File: config.mk
export PLATFORM = sky130hd
export DESIGN_NAME = csi_pkt_tx
export DESIGN_NICKNAME = d
export VERILOG_FILES = /design/src/rtl/csi_pkt_tx.sv
export SDC_FILE = /design/constraint.sdc
export NUM_CORES = 1
export LEC_CHECK = 0
export BUFFER_PORTS_ARGS = -buffer_cell sky130_fd_sc_hd__buf_2
export CORE_MARGIN = 8
export CORE_UTILIZATION = 45
export DETAILED_ROUTE_END_ITERATION = 7
export GPL_TIMING_DRIVEN = 0
export SYNTH_ARGS = -nofsm -noshare
export SYNTH_HDL_FRONTEND = slang
export SYNTH_SLANG_ARGS = --single-unit
File: constraint.sdc
create_clock -name clk -period 3.04 [get_ports clk]
set_clock_uncertainty 0.05 [all_clocks]
set_input_delay 0.152 -clock clk [delete_from_list [all_inputs] [get_ports clk]]
set_output_delay 0.152 -clock clk [all_outputs]
set_load 0.05 [all_outputs]
File: src/rtl/csi_pkt_tx.sv
// CSI-2 transmit packet builder: header + ECC, payload pass-through, CRC-16 footer.
// Optional header bit-error injection when PH_ERR_INJECT_EN is defined.
module csi_pkt_tx #(
  parameter logic [15:0] CRC_INIT    = 16'hFFFF,
  parameter logic [15:0] CRC_POLY_R  = 16'h8408,
  parameter logic [5:0]  LONG_DT_MIN = 6'h10
) (
  input  logic        clk,
  input  logic        reset,
  input  logic        req_valid,
  output logic        req_ready,
  input  logic [1:0]  req_vc,
  input  logic [5:0]  req_dt,
  input  logic [15:0] req_wc,
`ifdef PH_ERR_INJECT_EN
  input  logic        inj_en,
  input  logic [4:0]  inj_bit,
`endif
  input  logic [7:0]  pl_data,
  input  logic        pl_valid,
  output logic        pl_ready,
  output logic [7:0]  tx_data,
  output logic        tx_valid,
  input  logic        tx_ready,
  output logic        tx_sop,
  output logic        tx_eop
);

  typedef enum logic [1:0] {
    IDLE,
    HDR,
    PAY,
    CRC
  } state_t;

  localparam logic [143:0] ECC_COL = {
    6'h3B, 6'h37, 6'h2F, 6'h1F,
    6'h38, 6'h34, 6'h32, 6'h31,
    6'h2C, 6'h2A, 6'h29, 6'h26,
    6'h25, 6'h23, 6'h1C, 6'h1A,
    6'h19, 6'h16, 6'h15, 6'h13,
    6'h0E, 6'h0D, 6'h0B, 6'h07
  };

  function automatic logic [7:0] ecc_calc(
    input logic [23:0] d
  );
    logic [5:0] e;
    e = '0;
    for (int i = 0; i < 24; i++) begin
      if (d[i]) e = e ^ ECC_COL[i*6 +: 6];
    end
    return {2'b00, e};
  endfunction

  function automatic logic [15:0] crc_byte(
    input logic [15:0] c,
    input logic [7:0]  d
  );
    logic [15:0] r;
    logic        fb;
    r = c;
    for (int i = 0; i < 8; i++) begin
      fb = r[0] ^ d[i];
      r  = r >> 1;
      if (fb) r = r ^ CRC_POLY_R;
    end
    return r;
  endfunction

  state_t      state_q, state_d;
  logic [1:0]  idx_q, idx_d;
  logic [15:0] rem_q, rem_d;
  logic [15:0] crc_q, crc_d;
  logic [31:0] hdr_q, hdr_d;
  logic [7:0]  txd_q, txd_d;
  logic        txv_q, txv_d;
  logic        sop_q, sop_d;
  logic        eop_q, eop_d;

  logic [23:0] hdr_data;
  logic [31:0] hdr_in;
  logic [31:0] inj_mask;
  logic [15:0] hdr_wc;
  logic        is_long;
  logic        load;
  logic [1:0]  idx_nxt;

  assign hdr_data = {req_wc, req_vc, req_dt};

`ifdef PH_ERR_INJECT_EN
  assign inj_mask = inj_en ? (32'd1 << inj_bit) : 32'd0;
`else
  assign inj_mask = 32'd0;
`endif

  // Flip happens after ECC so the receiver sees a genuine header error.
  assign hdr_in  = {ecc_calc(hdr_data), hdr_data} ^ inj_mask;
  assign hdr_wc  = hdr_q[23:8];
  assign is_long = hdr_q[5:0] >= LONG_DT_MIN;
  assign load    = !txv_q || tx_ready;
  assign idx_nxt = idx_q + 2'd1;

  always_comb begin
    state_d   = state_q;
    idx_d     = idx_q;
    rem_d     = rem_q;
    crc_d     = crc_q;
    hdr_d     = hdr_q;
    txd_d     = txd_q;
    txv_d     = txv_q;
    sop_d     = sop_q;
    eop_d     = eop_q;
    req_ready = 1'b0;
    pl_ready  = 1'b0;
    unique case (state_q)
      IDLE: begin
        req_ready = 1'b1;
        if (req_valid) begin
          hdr_d   = hdr_in;
          crc_d   = CRC_INIT;
          idx_d   = 2'd0;
          state_d = HDR;
          txv_d   = 1'b1;
          txd_d   = hdr_in[7:0];
          sop_d   = 1'b1;
          eop_d   = 1'b0;
        end
      end
      HDR: begin
        if (tx_ready) begin
          sop_d = 1'b0;
          if (idx_q != 2'd3) begin
            idx_d = idx_nxt;
            txd_d = hdr_q[{idx_nxt, 3'b000} +: 8];
            eop_d = !is_long && (idx_q == 2'd2);
          end else if (!is_long) begin
            state_d = IDLE;
            txv_d   = 1'b0;
            eop_d   = 1'b0;
          end else if (hdr_wc == 16'd0) begin
            state_d = CRC;
            idx_d   = 2'd0;
            txd_d   = crc_q[7:0];
          end else begin
            // First payload byte rides the ECC drain cycle.
            state_d  = PAY;
            pl_ready = 1'b1;
            if (pl_valid) begin
              txd_d = pl_data;
              crc_d = crc_byte(crc_q, pl_data);
              rem_d = hdr_wc - 16'd1;
            end else begin
              txv_d = 1'b0;
              rem_d = hdr_wc;
            end
          end
        end
      end
      PAY: begin
        if (load) begin
          if (rem_q != 16'd0) begin
            pl_ready = 1'b1;
            if (pl_valid) begin
              txv_d = 1'b1;
              txd_d = pl_data;
              crc_d = crc_byte(crc_q, pl_data);
              rem_d = rem_q - 16'd1;
            end else begin
              txv_d = 1'b0;
            end
          end else begin
            state_d = CRC;
            idx_d   = 2'd0;
            txv_d   = 1'b1;
            txd_d   = crc_q[7:0];
          end
        end
      end
      CRC: begin
        if (tx_ready) begin
          if (idx_q == 2'd0) begin
            idx_d = 2'd1;
            txd_d = crc_q[15:8];
            eop_d = 1'b1;
          end else begin
            state_d = IDLE;
            txv_d   = 1'b0;
            eop_d   = 1'b0;
          end
        end
      end
      default: begin
        state_d = IDLE;
      end
    endcase
    if (reset) begin
      req_ready = 1'b0;
      pl_ready  = 1'b0;
    end
  end

  always_ff @(posedge clk) begin
    if (reset) begin
      state_q <= IDLE;
      idx_q   <= 2'd0;
      rem_q   <= 16'd0;
      crc_q   <= CRC_INIT;
      hdr_q   <= 32'd0;
      txd_q   <= 8'd0;
      txv_q   <= 1'b0;
      sop_q   <= 1'b0;
      eop_q   <= 1'b0;
    end else begin
      state_q <= state_d;
      idx_q   <= idx_d;
      rem_q   <= rem_d;
      crc_q   <= crc_d;
      hdr_q   <= hdr_d;
      txd_q   <= txd_d;
      txv_q   <= txv_d;
      sop_q   <= sop_d;
      eop_q   <= eop_d;
    end
  end

  assign tx_data  = txd_q;
  assign tx_valid = txv_q;
  assign tx_sop   = sop_q;
  assign tx_eop   = eop_q;

endmodule

==> results.yml, run 1 <==
status:
  status: "finished clean"
setup_path:
  max_stage_delay_ns: 0.66
  critical_path_class: "reg2reg"
  critPathSlowestCell: "a311oi_1"
  cp.arrival_ns: 2.89
  crit_fanout: 10
  cp_data_required_time_ns: 3.19
  path_cells: "inv_1 > ha_1 > nor2_1 > o211ai_1 > a311oi_1 > clkbuf_1 > nand3b_1 > o21ai_0 > a211oi_1"
  startpoint_type: "flop"
  critical_path.endpoint_type: "flop"
logic_synthesis:
  yosysSeqAreaShare_pct: 29.67
  syn_inst: 634
  yosys_warnings: 0
  synth_fp_nets: 682
  synth-edff-count: 0
  synth.top_cell.area_share_pct: 29.67
  yosysUniqueCellTypes: 69
  synth_area_leader_cell: "dfxtp_1"
  synth_ff_type: "dfxtp_1"
  ys_top_cells_by_area: "dfxtp_1 (30%), xnor2_1 (9.1%), nand2_1 (6.6%), a21oi_1 (5.5%), xor2_1 (3.9%)"
  syn_area_mm2: 0.005195
  synthArstFlopShare_pct: 0
  avgSynthCellArea_um2: 8.194
  ys_ff_latch: 77
cts:
  cts-resized-gates: 0
  cts_hold_buf: 0
  clockBufferDepth: 2
  clk_pin_slew_ns: 0.06
  cts_tree: "done"
  cts_max_level: 3
  post_cts_buffers: 0
  cts-root-buf: "clkbuf_16"
  clock_sinks: 77
  clock_latency_ns: 0.35
  cts_made_buffers: 9
die:
  std_cell_rows: 39
  ioPinCount: 50
  die_h_um: 123.4
  core_mm2: 0.01132
  die_width_um: 123.4
  dieArea_mm2: 0.01524
  initial_utilization_pct: 45.89
cells_and_area:
  final_common_cell: "nand2_1"
  antenna_cells: 0
  areaGrowthSynthToFinish_pct: 13.92
  drive_gt1_share_pct: 16.52
  final_nets: 739
  layout_common_cells: "nand2_1 (92), dfxtp_1 (77), a21oi_1 (57), xnor2_1 (54), buf_2 (53)"
timing:
  timing.final.crit_share_pct: 89.99
  setup_tns_ns: 0
  fin_crit_ns: 2.736
  slew_viol_final: 0
  worst_pin_slew_ns: 0.7229
  rsz0062_at_grt: "no"
  setup_violations: 0
  hold_violations: 0
  slew_headroom_pct: 51.48
  fmax_mhz: 365.5
drt:
  drt_pass1_iterations: 5
  drt_iter0_drc: 428
  finalWirelength_um: 15970
  ant_nets: 0
  viasPerCell: 5.827
  drcViolationCount: 0
  vias: 4889
  routedWlPerCell_um: 19.03
hold_path:
  hold_path_class: "in2reg"
power_and_ir_drop:
  irDropWorstVdd_mv: 0.5354
  leakage_nw: 2.241
  power_mw: 4.448
  powerDensity_mw_per_mm2: 751.6
placement:
  routabilityCongestion: 0.9326
  dp_hpwl_um: 12260
  io_buffers: 47
global_route:
  grt_pass1_vias: 4968
  grt_antenna_before_repair: 0
  grt_use_total_pct: 21.70
  grt_max_degree: 13
  grt-ovfl-total: 0
  grt_pass1_wl_um: 25620
job:
  maxCapViolations: 0
## Yosys cell counts (3+ instances only)
| cell type | number |
|---|---|
| nor2_1 | 52 |
| o32ai_2 | 3 |
| a211oi_1 | 9 |
| nor2b_1 | 7 |
| o21ai_1 | 29 |
| nand3b_1 | 9 |
| and3_1 | 13 |
| a221oi_1 | 9 |
| nor3_1 | 9 |
| mux2_2 | 10 |
| a21oi_1 | 57 |
| nand3_1 | 9 |
| inv_1 | 13 |
| ha_1 | 11 |
| a211oi_2 | 4 |
| mux4_2 | 6 |
| buf_2 | 6 |
| nor4_1 | 4 |
| o21ai_0 | 16 |
| xnor2_1 | 54 |
| nand4_1 | 3 |
| xnor3_1 | 4 |
| o22ai_1 | 3 |
| nand2_1 | 92 |
| nand2b_1 | 5 |
| dfxtp_1 | 77 |
| clkbuf_1 | 28 |
| a221o_1 | 6 |
| nor4b_2 | 3 |
| xor2_1 | 23 |
| buf_1 | 4 |
| nor3b_1 | 5 |
| o211ai_1 | 5 |
## worst paths after layout
kind / endpoint / depth (start not counted) / slack, ns / startpoint
hold reg to reg: hdr_q[7] / 2 / 0.41 / hdr_q[7]
setup / recovery: tx_data[4] / 9 / 0.30 / flop
setup reg to reg: tx_data[4] / 9 / 0.30 / flop
hold / removal: hdr_q[10] / 3 / 0.02 / req_wc[2]
## state kept, by name, indices dropped and copies added (netlist names), named ones only
| name | flops |
|---|---|
| crc_q | 16 |
| tx_data | 8 |
| hdr_q | 30 |
| rem_q | 16 |
| state_q | 1 |
| tx_eop | 1 |
| tx_sop | 1 |
| idx_q | 2 |
| tx_valid | 1 |
## through the flow
stage	utilization, %	hold WS [ns]	instance area, µm²	setup WS, ns	std cells
floorplan	-	0.2380	5195	0.4059	634
global placement	49.55	0.3711	5609	0.1932	824
detailed placement	49.55	0.3763	5609	0.1622	824
CTS	52.31	0.007044	5922	0.1631	840
global route	52.28	0.02971	5918	0.1051	839
finish	52.28	0.01588	5918	0.3043	839
## power breakdown
group	leakage (nW)	total [mW]	switching [mW]	internal [mW]
Clock	0.152	1.15	0.445	0.703
Combinational	1.46	1.96	1.21	0.748
Sequential	0.630	1.34	0.174	1.17
Total	2.24	4.45	1.83	2.62
## layout make-up
| class | count | area [µm²] |
|---|---|---|
| Fill cell | 1131 | 5403 |
| Multi-Input combinational cell | 504 | 3436 |
| Sequential cell | 77 | 1541 |
| Clock buffer | 13 | 270.3 |
| Timing Repair Buffer | 47 | 235.2 |
| Tap cell | 143 | 178.9 |
| Buffer | 39 | 165.2 |
| Inverter | 13 | 48.80 |
| Clock inverter | 3 | 42.54 |
## per-layer routing
metal	wire length (µm)	share of wire, %	vias to the layer above	GRT usage, %
met2	7651	48	163	35.65
met1	7112	45	2340	27.55
met3	856	5.4	27	3.790
li1	-	-	2359	-
met4	348	2.2	0	9.029
met5	0	0	-	0
## cells by family after synthesis
| family | count (synthesis) | synth area share, % |
|---|---|---|
| compound gates | 160 | 20.47 |
| xor+xnor | 81 | 14.72 |
| fa+ha+maj | 11 | 2.649 |
| buf+inv | 53 | 4.191 |
| flops | 77 | 29.67 |
| mux | 17 | 4.962 |
| simple gates | 235 | 23.34 |
## critical path: cells and delay by family, from the launching register on
kind	cells	cell delay, ns
AOI/OAI and AO/OA	4	1.04
and+or+nand+nor	2	0.36
DFF	1	0.39
adders and majority gates	1	0.26
buffers and inverters	2	0.49
Power figures use the tool's default switching activity.
==> run 2, diff against run 1 <==
==> constraint.sdc (replaced) <==
create_clock -name clk -period 3.1 [get_ports clk]
set_clock_uncertainty 0.05 [all_clocks]
set_input_delay 0.155 -clock clk [delete_from_list [all_inputs] [get_ports clk]]
set_output_delay 0.155 -clock clk [all_outputs]
set_load 0.05 [all_outputs]
==> run 2 against run 1 <==
- total power decreased by 2.0%
- hold slack improved by 0.0067 ns
- non-clock buffer count increased by 1
- largest cell class unchanged
- cell area about the same
==> results.yml, run 2 (synthesized netlist as in run 1, its figures left out) <==
cells_and_area:
  top_regs: "hdr_q x30, crc_q x16, rem_q x16"
  final_common_cell: "nand2_1"
  layout_common_cells: "nand2_1 (92), dfxtp_1 (77), a21oi_1 (57), xnor2_1 (54), buf_2 (53)"
  stdcell_count: 840
  final_nets: 740
  drive_gt1_share_pct: 16.50
  antenna_cells: 0
  largest_reg_flops: 30
  top_register: "hdr_q"
  areaGrowthSynthToFinish_pct: 13.99
timing:
  slew_viol_final: 0
  fmax_mhz: 347.5
  worst_pin_slew_ns: 0.7257
  setup_violations: 0
  timing.final.crit_share_pct: 92.84
  rsz0062_at_grt: "no"
  setup_tns_ns: 0
  slew_headroom_pct: 51.29
  hold_violations: 0
  fin_crit_ns: 2.878
cts:
  post_cts_buffers: 0
  clockBufferDepth: 2
  clock_latency_ns: 0.35
  clock_sinks: 77
  clk_pin_slew_ns: 0.06
  cts-root-buf: "clkbuf_16"
  cts_made_buffers: 9
  cts_max_level: 3
  cts-resized-gates: 0
  cts_tree: "done"
  cts_hold_buf: 0
drt:
  finalWirelength_um: 15980
  vias: 4890
  ant_nets: 0
  drcViolationCount: 0
  drt_iter0_drc: 433
  viasPerCell: 5.821
  drt_pass1_iterations: 4
  routedWlPerCell_um: 19.03
die:
  die_width_um: 123.4
  dieArea_mm2: 0.01524
  ioPinCount: 50
  initial_utilization_pct: 45.89
  die_h_um: 123.4
  core_mm2: 0.01132
  std_cell_rows: 39
power_and_ir_drop:
  leakage_nw: 2.242
  irDropWorstVdd_mv: 0.5247
  powerDensity_mw_per_mm2: 736.3
global_route:
  grt_pass1_wl_um: 25620
  grt_antenna_before_repair: 0
  grt_use_total_pct: 21.70
  grt_pass1_vias: 4968
  grt-ovfl-total: 0
  grt_max_degree: 13
job:
  maxCapViolations: 0
placement:
  routabilityCongestion: 0.9326
  dp_hpwl_um: 12260
  dpl.cell_count: 824
  io_buffers: 47
setup_path:
  critical_path_class: "reg2reg"
  cp_data_required_time_ns: 3.25
  startpoint_type: "flop"
  crit_fanout: 10
  critical_path.endpoint_type: "flop"
  cp.arrival_ns: 3.03
status:
  status: "finished clean"
hold_path:
  hold_path_class: "in2reg"
[run 2: cell types whose count changed in the layout (fill, tap and decap cells not counted), sizes merged]
| cell | change |
|---|---|
| clkbuf | +1 |
[run 2: report_power, final]
| part | leakage, nW | switching, mW | internal, mW |
|---|---|---|---|
| Sequential | 0.630 | 0.171 | 1.15 |
| Combinational | 1.46 | 1.19 | 0.733 |
| Clock | 0.152 | 0.433 | 0.689 |
| Total | 2.24 | 1.79 | 2.57 |
[run 2: through the flow]
| stage | worst slack (ns) | util, % | hold slack [ns] | power [mW] | instance area (µm²) |
|---|---|---|---|---|---|
| 2_1_floorplan | 0.4629 | - | 0.2410 | 2.748 | 5195 |
| 3_3_place_gp | 0.2532 | 49.55 | 0.3741 | 3.199 | 5609 |
| 3_5_place_dp | 0.2222 | 49.55 | 0.3793 | 3.229 | 5609 |
| 4_1_cts | 0.2231 | 52.31 | 0.01004 | 4.352 | 5922 |
| 5_1_grt | 0.003237 | 52.31 | 0.03271 | 4.598 | 5922 |
| 6_report | 0.2221 | 52.31 | 0.02258 | 4.360 | 5922 |
[run 2: path summary, 6_finish.rpt]
| path | from | endpoint | slack (ns) | cells past startpoint |
|---|---|---|---|---|
| setup reg to reg | idx_q[0] | tx_data[4] | 0.22 | 8 |
| hold / removal | req_wc[2] | hdr_q[10] | 0.02 | 3 |
| hold reg to reg | hdr_q[27] | hdr_q[27] | 0.41 | 2 |
| setup / recovery | idx_q[0] | tx_data[4] | 0.22 | 8 |
[run 2: layer usage]
metal	vias to the layer above	GRT usage, %	share of wire, %
li1	2359	-	-
met1	2351	27.55	46
met2	153	35.65	47
met3	27	3.790	4.7
met4	0	9.029	2.3
met5	-	0	0
[run 2: worst max-delay path, cell delays in order, from the launching register on]
cell and delay, ns:
dfxtp_1 0.37, buf_2 0.29, inv_1 0.16, ha_1 0.34, clkbuf_1 0.42, mux4_2 0.41, a221o_1 0.35, a221oi_1 0.21
a211oi_1 0.11
[run 2: area by class of cell]
class | instances | area, µm²
Sequential cell | 77 | 1541
Buffer | 40 | 168.9
Multi-Input combinational cell | 504 | 3436
Tap cell | 143 | 178.9
Clock inverter | 3 | 42.54
Clock buffer | 13 | 270.3
Inverter | 13 | 48.80
Timing Repair Buffer | 47 | 235.2
Fill cell | 1129 | 5399
